### config.mk
export PLATFORM = sky130hd
export DESIGN_NAME = reg_access_seq_flat
export DESIGN_NICKNAME = d
export VERILOG_FILES = /design/src/rtl/reg_access_seq_if.sv /design/src/rtl/reg_access_seq.sv /design/src/flat_wrapper.sv
export SDC_FILE = /design/constraint.sdc
export NUM_CORES = 1
export LEC_CHECK = 0
export ABC_CLOCK_PERIOD_IN_PS = 4400
export BUFFER_PORTS_ARGS = -buffer_cell sky130_fd_sc_hd__buf_2
export CELL_PAD_IN_SITES_DETAIL_PLACEMENT = 1
export CELL_PAD_IN_SITES_GLOBAL_PLACEMENT = 2
export CORE_MARGIN = 2
export CORE_UTILIZATION = 31
export DETAILED_ROUTE_END_ITERATION = 10
export GPL_TIMING_DRIVEN = 0
export PLACE_DENSITY_LB_ADDON = 0.05
export SETUP_SLACK_MARGIN = 0.15
export SLEW_MARGIN = 25
export SYNTH_ARGS = -nofsm -noshare
export SYNTH_HDL_FRONTEND = slang
export SYNTH_SLANG_ARGS = --single-unit
### constraint.sdc
create_clock -name clk -period 4.4 [get_ports clk]
set_clock_uncertainty 0.1 [all_clocks]
set_input_delay 0 -clock clk [delete_from_list [all_inputs] [get_ports clk]]
set_output_delay 0 -clock clk [all_outputs]
set_load 0.01 [all_outputs]
### src/rtl/reg_access_seq_if.sv
// Request/response handshake plus the register-memory port of the operand sequencer.
// master: the sequencer's view; slave: the requester/memory side.
interface reg_access_seq_if #(
  parameter int DATA_W = 32,
  parameter int ADDR_W = 5
);
  logic              req_valid;
  logic              req_ready;
  logic              req_rd_a;
  logic              req_rd_b;
  logic              req_wr;
  logic [ADDR_W-1:0] req_sel_a;
  logic [ADDR_W-1:0] req_sel_b;
  logic [ADDR_W-1:0] req_sel_w;
  logic [DATA_W-1:0] req_wdata;

  logic              rsp_valid;
  logic              rsp_ready;
  logic [DATA_W-1:0] rsp_op_a;
  logic [DATA_W-1:0] rsp_op_b;

  logic [ADDR_W-1:0] mem_sel;
  logic [DATA_W-1:0] mem_data_in;
  logic              mem_read_write;
  logic              mem_enable;
  logic [DATA_W-1:0] mem_data_out;

  modport master (
    input  req_valid, req_rd_a, req_rd_b, req_wr, req_sel_a, req_sel_b, req_sel_w, req_wdata,
    output req_ready,
    output rsp_valid, rsp_op_a, rsp_op_b,
    input  rsp_ready,
    output mem_sel, mem_data_in, mem_read_write, mem_enable,
    input  mem_data_out
  );

  modport slave (
    output req_valid, req_rd_a, req_rd_b, req_wr, req_sel_a, req_sel_b, req_sel_w, req_wdata,
    input  req_ready,
    input  rsp_valid, rsp_op_a, rsp_op_b,
    output rsp_ready,
    input  mem_sel, mem_data_in, mem_read_write, mem_enable,
    output mem_data_out
  );
endinterface

### src/rtl/reg_access_seq.sv
// Operand-fetch/writeback sequencer for a single-port register memory with registered reads:
// up to two reads (A then B), an optional write, then a valid/ready response.
module reg_access_seq #(
  parameter int DATA_W   = 32,
  parameter int ADDR_W   = 5,
  parameter bit ZERO_REG = 1'b1
) (
  input  logic clk,
  input  logic rst,
  reg_access_seq_if.master bus
);

  typedef enum logic [2:0] {IDLE, RD_A, RD_B, CAP, WR, RESP} state_t;

  typedef struct packed {
    logic              rd_a;
    logic              rd_b;
    logic              wr;
    logic [ADDR_W-1:0] sel_a;
    logic [ADDR_W-1:0] sel_b;
    logic [ADDR_W-1:0] sel_w;
    logic [DATA_W-1:0] wdata;
  } req_t;

  state_t            state, state_nx;
  req_t              rq, rq_nx;
  logic [DATA_W-1:0] op_a, op_b, op_a_nx, op_b_nx;
  logic              rsp_valid;
  logic              mem_enable, mem_rw;
  logic [ADDR_W-1:0] mem_sel;
  logic [DATA_W-1:0] mem_din;
  logic              en_nx, rw_nx;
  logic [ADDR_W-1:0] sel_nx;
  logic [DATA_W-1:0] din_nx;

  function automatic logic is_zero(input logic [ADDR_W-1:0] s);
    return ZERO_REG && (s == '0);
  endfunction

  // Register 0 reads as zero regardless of what the memory returns.
  function automatic logic [DATA_W-1:0] cap_val(input logic [ADDR_W-1:0] s,
                                               input logic [DATA_W-1:0] d);
    return is_zero(s) ? '0 : d;
  endfunction

  always_comb begin
    state_nx = state;
    rq_nx    = rq;
    op_a_nx  = op_a;
    op_b_nx  = op_b;
    case (state)
      IDLE: if (bus.req_valid) begin
        rq_nx = '{rd_a: bus.req_rd_a, rd_b: bus.req_rd_b, wr: bus.req_wr,
                  sel_a: bus.req_sel_a, sel_b: bus.req_sel_b, sel_w: bus.req_sel_w,
                  wdata: bus.req_wdata};
        op_a_nx = '0;
        op_b_nx = '0;
        if (bus.req_rd_a)      state_nx = RD_A;
        else if (bus.req_rd_b) state_nx = RD_B;
        else if (bus.req_wr)   state_nx = WR;
        else                   state_nx = RESP;
      end
      RD_A: state_nx = rq.rd_b ? RD_B : CAP;
      RD_B: begin
        // Read A's data appears on data_out during the RD_B slot.
        if (rq.rd_a) op_a_nx = cap_val(rq.sel_a, bus.mem_data_out);
        state_nx = CAP;
      end
      CAP: begin
        if (rq.rd_b) op_b_nx = cap_val(rq.sel_b, bus.mem_data_out);
        else         op_a_nx = cap_val(rq.sel_a, bus.mem_data_out);
        state_nx = rq.wr ? WR : RESP;
      end
      WR:   state_nx = RESP;
      RESP: if (bus.rsp_ready) state_nx = IDLE;
      default: state_nx = IDLE;
    endcase
  end

  // Memory strobes for the state being entered, so the port pins come straight from flops.
  // A suppressed register-0 access keeps its slot but looks like an idle port.
  always_comb begin
    en_nx  = 1'b0;
    rw_nx  = 1'b0;
    sel_nx = '0;
    din_nx = '0;
    case (state_nx)
      RD_A: if (!is_zero(rq_nx.sel_a)) begin
        en_nx  = 1'b1;
        sel_nx = rq_nx.sel_a;
      end
      RD_B: if (!is_zero(rq_nx.sel_b)) begin
        en_nx  = 1'b1;
        sel_nx = rq_nx.sel_b;
      end
      WR: if (!is_zero(rq_nx.sel_w)) begin
        en_nx  = 1'b1;
        rw_nx  = 1'b1;
        sel_nx = rq_nx.sel_w;
        din_nx = rq_nx.wdata;
      end
      default: ;
    endcase
  end

  always_ff @(posedge clk) begin
    if (rst) begin
      state      <= IDLE;
      rq         <= '0;
      op_a       <= '0;
      op_b       <= '0;
      rsp_valid  <= 1'b0;
      mem_enable <= 1'b0;
      mem_rw     <= 1'b0;
      mem_sel    <= '0;
      mem_din    <= '0;
    end else begin
      state      <= state_nx;
      rq         <= rq_nx;
      op_a       <= op_a_nx;
      op_b       <= op_b_nx;
      rsp_valid  <= (state_nx == RESP);
      mem_enable <= en_nx;
      mem_rw     <= rw_nx;
      mem_sel    <= sel_nx;
      mem_din    <= din_nx;
    end
  end

  assign bus.req_ready      = (state == IDLE) && !rst;
  assign bus.rsp_valid      = rsp_valid;
  assign bus.rsp_op_a       = op_a;
  assign bus.rsp_op_b       = op_b;
  assign bus.mem_enable     = mem_enable;
  assign bus.mem_read_write = mem_rw;
  assign bus.mem_sel        = mem_sel;
  assign bus.mem_data_in    = mem_din;

endmodule

### src/flat_wrapper.sv
// flat-port wrapper written by rule: the top's interface ports become plain ports
module reg_access_seq_flat 
#(
  parameter int DATA_W   = 32,
  parameter int ADDR_W   = 5,
  parameter bit ZERO_REG = 1'b1
)
  (clk, rst, bus_req_valid, bus_req_rd_a, bus_req_rd_b, bus_req_wr, bus_req_sel_a, bus_req_sel_b, bus_req_sel_w, bus_req_wdata, bus_req_ready, bus_rsp_valid, bus_rsp_op_a, bus_rsp_op_b, bus_rsp_ready, bus_mem_sel, bus_mem_data_in, bus_mem_read_write, bus_mem_enable, bus_mem_data_out);
  reg_access_seq_if #(.DATA_W(DATA_W), .ADDR_W(ADDR_W)) bus_i ();
  input  logic clk;
  input  logic rst;
  input wire logic [$bits(bus_i.req_valid)-1:0] bus_req_valid;
  input wire logic [$bits(bus_i.req_rd_a)-1:0] bus_req_rd_a;
  input wire logic [$bits(bus_i.req_rd_b)-1:0] bus_req_rd_b;
  input wire logic [$bits(bus_i.req_wr)-1:0] bus_req_wr;
  input wire logic [$bits(bus_i.req_sel_a)-1:0] bus_req_sel_a;
  input wire logic [$bits(bus_i.req_sel_b)-1:0] bus_req_sel_b;
  input wire logic [$bits(bus_i.req_sel_w)-1:0] bus_req_sel_w;
  input wire logic [$bits(bus_i.req_wdata)-1:0] bus_req_wdata;
  output wire logic [$bits(bus_i.req_ready)-1:0] bus_req_ready;
  output wire logic [$bits(bus_i.rsp_valid)-1:0] bus_rsp_valid;
  output wire logic [$bits(bus_i.rsp_op_a)-1:0] bus_rsp_op_a;
  output wire logic [$bits(bus_i.rsp_op_b)-1:0] bus_rsp_op_b;
  input wire logic [$bits(bus_i.rsp_ready)-1:0] bus_rsp_ready;
  output wire logic [$bits(bus_i.mem_sel)-1:0] bus_mem_sel;
  output wire logic [$bits(bus_i.mem_data_in)-1:0] bus_mem_data_in;
  output wire logic [$bits(bus_i.mem_read_write)-1:0] bus_mem_read_write;
  output wire logic [$bits(bus_i.mem_enable)-1:0] bus_mem_enable;
  input wire logic [$bits(bus_i.mem_data_out)-1:0] bus_mem_data_out;
  assign bus_i.req_valid = bus_req_valid;
  assign bus_i.req_rd_a = bus_req_rd_a;
  assign bus_i.req_rd_b = bus_req_rd_b;
  assign bus_i.req_wr = bus_req_wr;
  assign bus_i.req_sel_a = bus_req_sel_a;
  assign bus_i.req_sel_b = bus_req_sel_b;
  assign bus_i.req_sel_w = bus_req_sel_w;
  assign bus_i.req_wdata = bus_req_wdata;
  assign bus_req_ready = bus_i.req_ready;
  assign bus_rsp_valid = bus_i.rsp_valid;
  assign bus_rsp_op_a = bus_i.rsp_op_a;
  assign bus_rsp_op_b = bus_i.rsp_op_b;
  assign bus_i.rsp_ready = bus_rsp_ready;
  assign bus_mem_sel = bus_i.mem_sel;
  assign bus_mem_data_in = bus_i.mem_data_in;
  assign bus_mem_read_write = bus_i.mem_read_write;
  assign bus_mem_enable = bus_i.mem_enable;
  assign bus_i.mem_data_out = bus_mem_data_out;
  reg_access_seq #(.DATA_W(DATA_W), .ADDR_W(ADDR_W), .ZERO_REG(ZERO_REG)) u_core (.clk(clk), .rst(rst), .bus(bus_i));
endmodule
# --- Yosys cells after proc, flatten, opt, wreduce, memory -nomap -nowiden ---
# Index checks and enable logic that the tools add are counted.
word_totals:
  output_inout_bits: 105
  elab_cells: 70
  inputBits: 86
  reg_bits: 157
classes:
  eq_ne: 13
  n_bitwise: 1
  n_reduce_logical: 15
  muxes: 26
op_table:
  columns: ["op", "n"]
  rows:
  - ["$mux W32", 6]
  - ["$pmux W32 S3", 1]
  - ["$mux W47", 2]
  - ["$pmux W32 S2", 1]
  - ["$logic_not A5 Y1", 5]
  - ["$pmux W3 S6", 1]
  - ["$mux W5", 3]
  - ["$pmux W5 S3", 1]
  - ["$eq A3 B3 Y1 const B", 4]
  - ["$mux W3", 4]
  - ["$eq A3 B2 Y1 const B", 3]
  - ["$eq A3 B1 Y1 const B", 2]
  - ["$mux W1", 6]
  - ["$ne A2 B1 Y1 const B", 2]
  - ["$ne A2 B2 Y1 const B", 2]
  - ["$reduce_and A4 Y1", 1]
  - ["$logic_not A3 Y1", 1]
  - ["$pmux W1 S3", 1]
  - ["$reduce_and A3 Y1", 1]
  - ["$reduce_bool A3 Y1", 1]
  - ["$reduce_or A3 Y1", 1]
  - ["$reduce_and A2 Y1", 1]
  - ["$reduce_bool A2 Y1", 1]
  - ["$reduce_or A2 Y1", 1]
  - ["other kinds (3)", 3]

# --- Longest topological paths before layout ---
depth:
  word_depth: 8
  depth_mapped: 7
  mapped_depth_nobuf: 5

# --- Worst setup path before layout ---
# No wires, ideal clock.
synth_path:
  path_type: "flip-flop to flip-flop"
  from: "reg u_core.state[0]"
  to: "reg u_core.mem_din[2], in the netlist u_core.bus.mem_data_in[2]"
  path_slack_ns: 2.570
  arrival_ns: 1.671
  required_time_ns: 4.241
  period_less_slack_ns: 1.830
  stages_incl_launch_ff: 8
  cell_sequence: "dfxtp_1 > buf_2 > a21o_1 > a221oi_4 > nand4_4 > a21oi_4 > buf_6 > and2_1"
synth_via:
  elab_chain_cells: 5
synth_rtl:
  columns: ["item", "line_no", "text"]
  rows:
  - ["start: declaration", "reg_access_seq.sv:25", "state_t state, state_nx;"]
  - ["start signal: assignment", "reg_access_seq.sv:118", "state <= state_nx;"]
  - ["$eq A3 B3 Y1 (tied with other cells)", "reg_access_seq.sv:51", "case (state)"]
  - ["$pmux W3 S6", "reg_access_seq.sv:51", null]
  - ["$eq A3 B3 Y1", "reg_access_seq.sv:87", "case (state_nx)"]
  - ["$not A1 Y1 (no line)", null, null]
  - ["$reduce_or A3 Y1 (no line)", null, null]
  - ["end signal: assignment", "reg_access_seq.sv:126", "mem_din <= din_nx;"]
  - ["end: declaration", "reg_access_seq.sv:31", "logic [DATA_W-1:0] mem_din;"]
# Several ways; a longest one is shown, not always the timed one.
# A chain may end at the register's enable or synchronous reset.

# --- Final worst setup path ---
layout_path:
  from: "reg u_core.state[0]"
  to: "reg u_core.rq[8] in the netlist's numbering"
layout_via:
  elab_chain_cells: 2
layout_rtl:
  columns: ["item", "line_no", "text"]
  rows:
  - ["$logic_not A3 Y1", "reg_access_seq.sv:51", null]
  - ["$mux W47", "reg_access_seq.sv:51", null]
  - ["end signal: assignment", "reg_access_seq.sv:119", "rq <= rq_nx;"]
  - ["end: declaration", "reg_access_seq.sv:26", "req_t rq, rq_nx;"]
# Every way passes these cells.

==> metrics.txt <==
Async S/R FF share, synth 0%; final net count 945; initial antenna violation count 0; ANT nets after route 0; global-route wire length before repair about 27 mm; Die W around 140 µm; Gate Count Post-Synth 563; CP max-delay cell dlygate4sd3_1; EDFF count, synth 0; worst-margin pin slew between 0.8 and 0.9 ns; Final min period around 2.4 ns; critical-path cell list or3b_1 > or2_1 > buf_2 > buf_2 > nand2_1 > a21oi_1 > dlygate4sd3_1; crit path capture u_core.rq[8]; Pwr Total around 4.4 mW; RSZ-0062 raised after global routing no; Final Setup Violations 0; Clock Sinks 157; final core occ 47.49%; pin count of the biggest net entering global routing 17; Root Buffer clkbuf_16; final hold violation count 2; failing checks hold timing; vias in the first global route around 5.4k; n_diodes 0; Fin Hold WS -0.01104 ns; Final Cycle Share 54.48%; commonest non-fill, non-tap cells in the layout buf_2, dfxtp_1, nor2_1, dlygate4sd3_1, nand2_1; delay-heaviest family, CP buffers and inverters; # Post-CTS Setup Buffers 0; Clock Latency Late Sink roughly 0.41 ns; Ys Warns 0; number of cells on the critical path 7; Max Cap Violations 0; number of CTS-inserted buffers 17; hpwl dp 12.39 mm; cell accounting for the most synthesized area dfxtp_1; first drt pass iteration count 4; average routed wire per standard cell between 15 and 20 µm; top-area cell type share of the netlist area between 50% and 60%; Worst R2R End u_core.rq[8]; Top FF cell, synth dfxtp_1; slowest stage delay, CP approximately 0.58 ns; Vias 5136; # resized after CTS 0; fmax 417.2 MHz; crit-path most repeated cell buf_2; Worst Setup SP u_core.state[0]; run status finished with violations; CTS H-tree lvls 4; slew margin rel. about two fifths; Leak Pwr between 3 and 4 nW; reg2reg start u_core.state[0]; post-synthesis instance area 5418 µm²; Vias/cell approximately 4.7; most common cell after layout, fill and taps aside buf_2; Die Ht about 140 µm; Initial Utilization a little under a third; Die ar. 18550 µm²; 1st-iter DRT viols roughly 240; Rows 48; WP data required around 4.6 ns; routed wire length approximately 17 mm; Syn Nets roughly 650; Syn Area/Cell 9.623 µm²; cells taking the most area after synthesis dfxtp_1, a22oi_1, nor2_1; Arr. time, crit path 2.60 ns; layout cell share with drive strength beyond 1 between 20% and 30%; core footprint between 15000 and 20000 µm²; total track usage between 10% and 20%; CTS Hold Buffers Added between 80 and 90; setup_tns 0 ns; PD cells about 530 nW/µm²; Yosys reg bits between 150 and 200; r2r setup slk between 2 and 2.5 ns; Max Fanout on Critical Path 10; GPL Wtd Cong roughly 0.74; Slew Limit Fails 0; VDD IR max between 0.2 and 0.3 mV; Synth-to-Final Area Change 50.55%; Critical Path End Type flop; Longest Clk Path Bufs 2; Top-Level Pins around 190; Critical Path Start Type flop; Yosys cell types 42; DRC errors left 0; register area share after synthesis approximately three fifths; Buffers & Inverters on Critical Path 3; crit path kind flop to flop; clock slew seen by the registers of the worst setup and hold paths roughly 0.060 ns; Remaining Overflow, GRT 0; R2R depth 7; clock tree from TritonCTS yes; Hold Path Class primary input to flop; number of port buffers between 150 and 200
==> synth_stat cells, types with 2 or more instances <==
master    instances
dfxtp_1         157
nor2_1           90
nand2_1          72
a22oi_1          64
a21oi_1          37
and2_1           32
clkbuf_1         17
buf_2            16
mux2i_1          15
a21o_1            5
buf_1             5
o21a_1            5
o22ai_1           5
nor4_1            4
or4_1             4
buf_6             3
a21oi_2           2
a221oi_4          2
inv_1             2
nor2b_1           2
o21ai_1           2
o21bai_1          2
==> area by class of cell <==
type	instances	area [µm²]
Clock buffer	19	442.9
Clock inverter	13	187.7
Buffer	41	196.4
Sequential cell	157	3143
Fill cell	2030	9020
Multi-Input combinational cell	363	2071
Inverter	2	7.507
Tap cell	225	281.5
Timing Repair Buffer	277	1827
==> through the flow <==
step	cells	cell area, µm²	worst slack (ns)	hold WS, ns
floorplan	563	5418	2.570	0.03596
global placement	977	6645	2.146	0.1498
detailed placement	977	6645	2.086	0.1641
CTS	1097	8157	1.998	0.006476
global route	1097	8157	1.814	0.03356
finish	1097	8157	2.003	-0.01104
==> cell families after synthesis <==
family	after synthesis	share of synthesized area [%]
muxes	15	2.771
DFF	157	58.01
buffers and inverters	43	3.765
AOI/OAI and AO/OA	132	17.39
and+or+nand+nor	216	18.06
==> worst min-delay path by stage <==
stage | start | to | slack (ns) | depth (start not counted)
2_1_floorplan | bus_req_wr | u_core.rq[47] | 0.04 | 2
3_3_place_gp | bus_mem_data_out[28] | u_core.bus.rsp_op_a[28] | 0.15 | 3
3_5_place_dp | bus_mem_data_out[17] | u_core.bus.rsp_op_b[17] | 0.16 | 3
4_1_cts | bus_req_rd_a | u_core.state[2] | 0.006 | 5
5_1_grt | rst | u_core.rq[29] | 0.03 | 2
6_report | rst | u_core.rq[28] | -0.01 | 2
==> registers in the layout (all words and copies together), names as in the netlist <==
name	flops
u_core.rq	50
u_core.bus.mem_data_in	32
u_core.bus.rsp_op_a	32
u_core.bus.rsp_op_b	32
u_core.bus.mem_sel	5
u_core.state	3
u_core.bus.mem_enable	1
u_core.bus.mem_read_write	1
u_core.bus.rsp_valid	1
==> power breakdown <==
part	switching [mW]	leakage (nW)	internal, mW
combinational	0.734	2.05	0.433
sequential	0.0581	1.27	1.57
clock	0.594	0.300	0.968
total	1.39	3.62	2.97
==> per-layer routing <==
layer / up-vias / share of wire (%) / track usage [%] / routed length (µm)
met2: 141 / 49 / 32.16 / 8476
li1: 2525 / - / - / -
met4: 0 / 1.7 / 6.829 / 294
met1: 2450 / 44 / 23.07 / 7680
met5: - / 0 / 0 / 0
met3: 20 / 5.3 / 4.735 / 914
(Power assumes the default switching activity.)
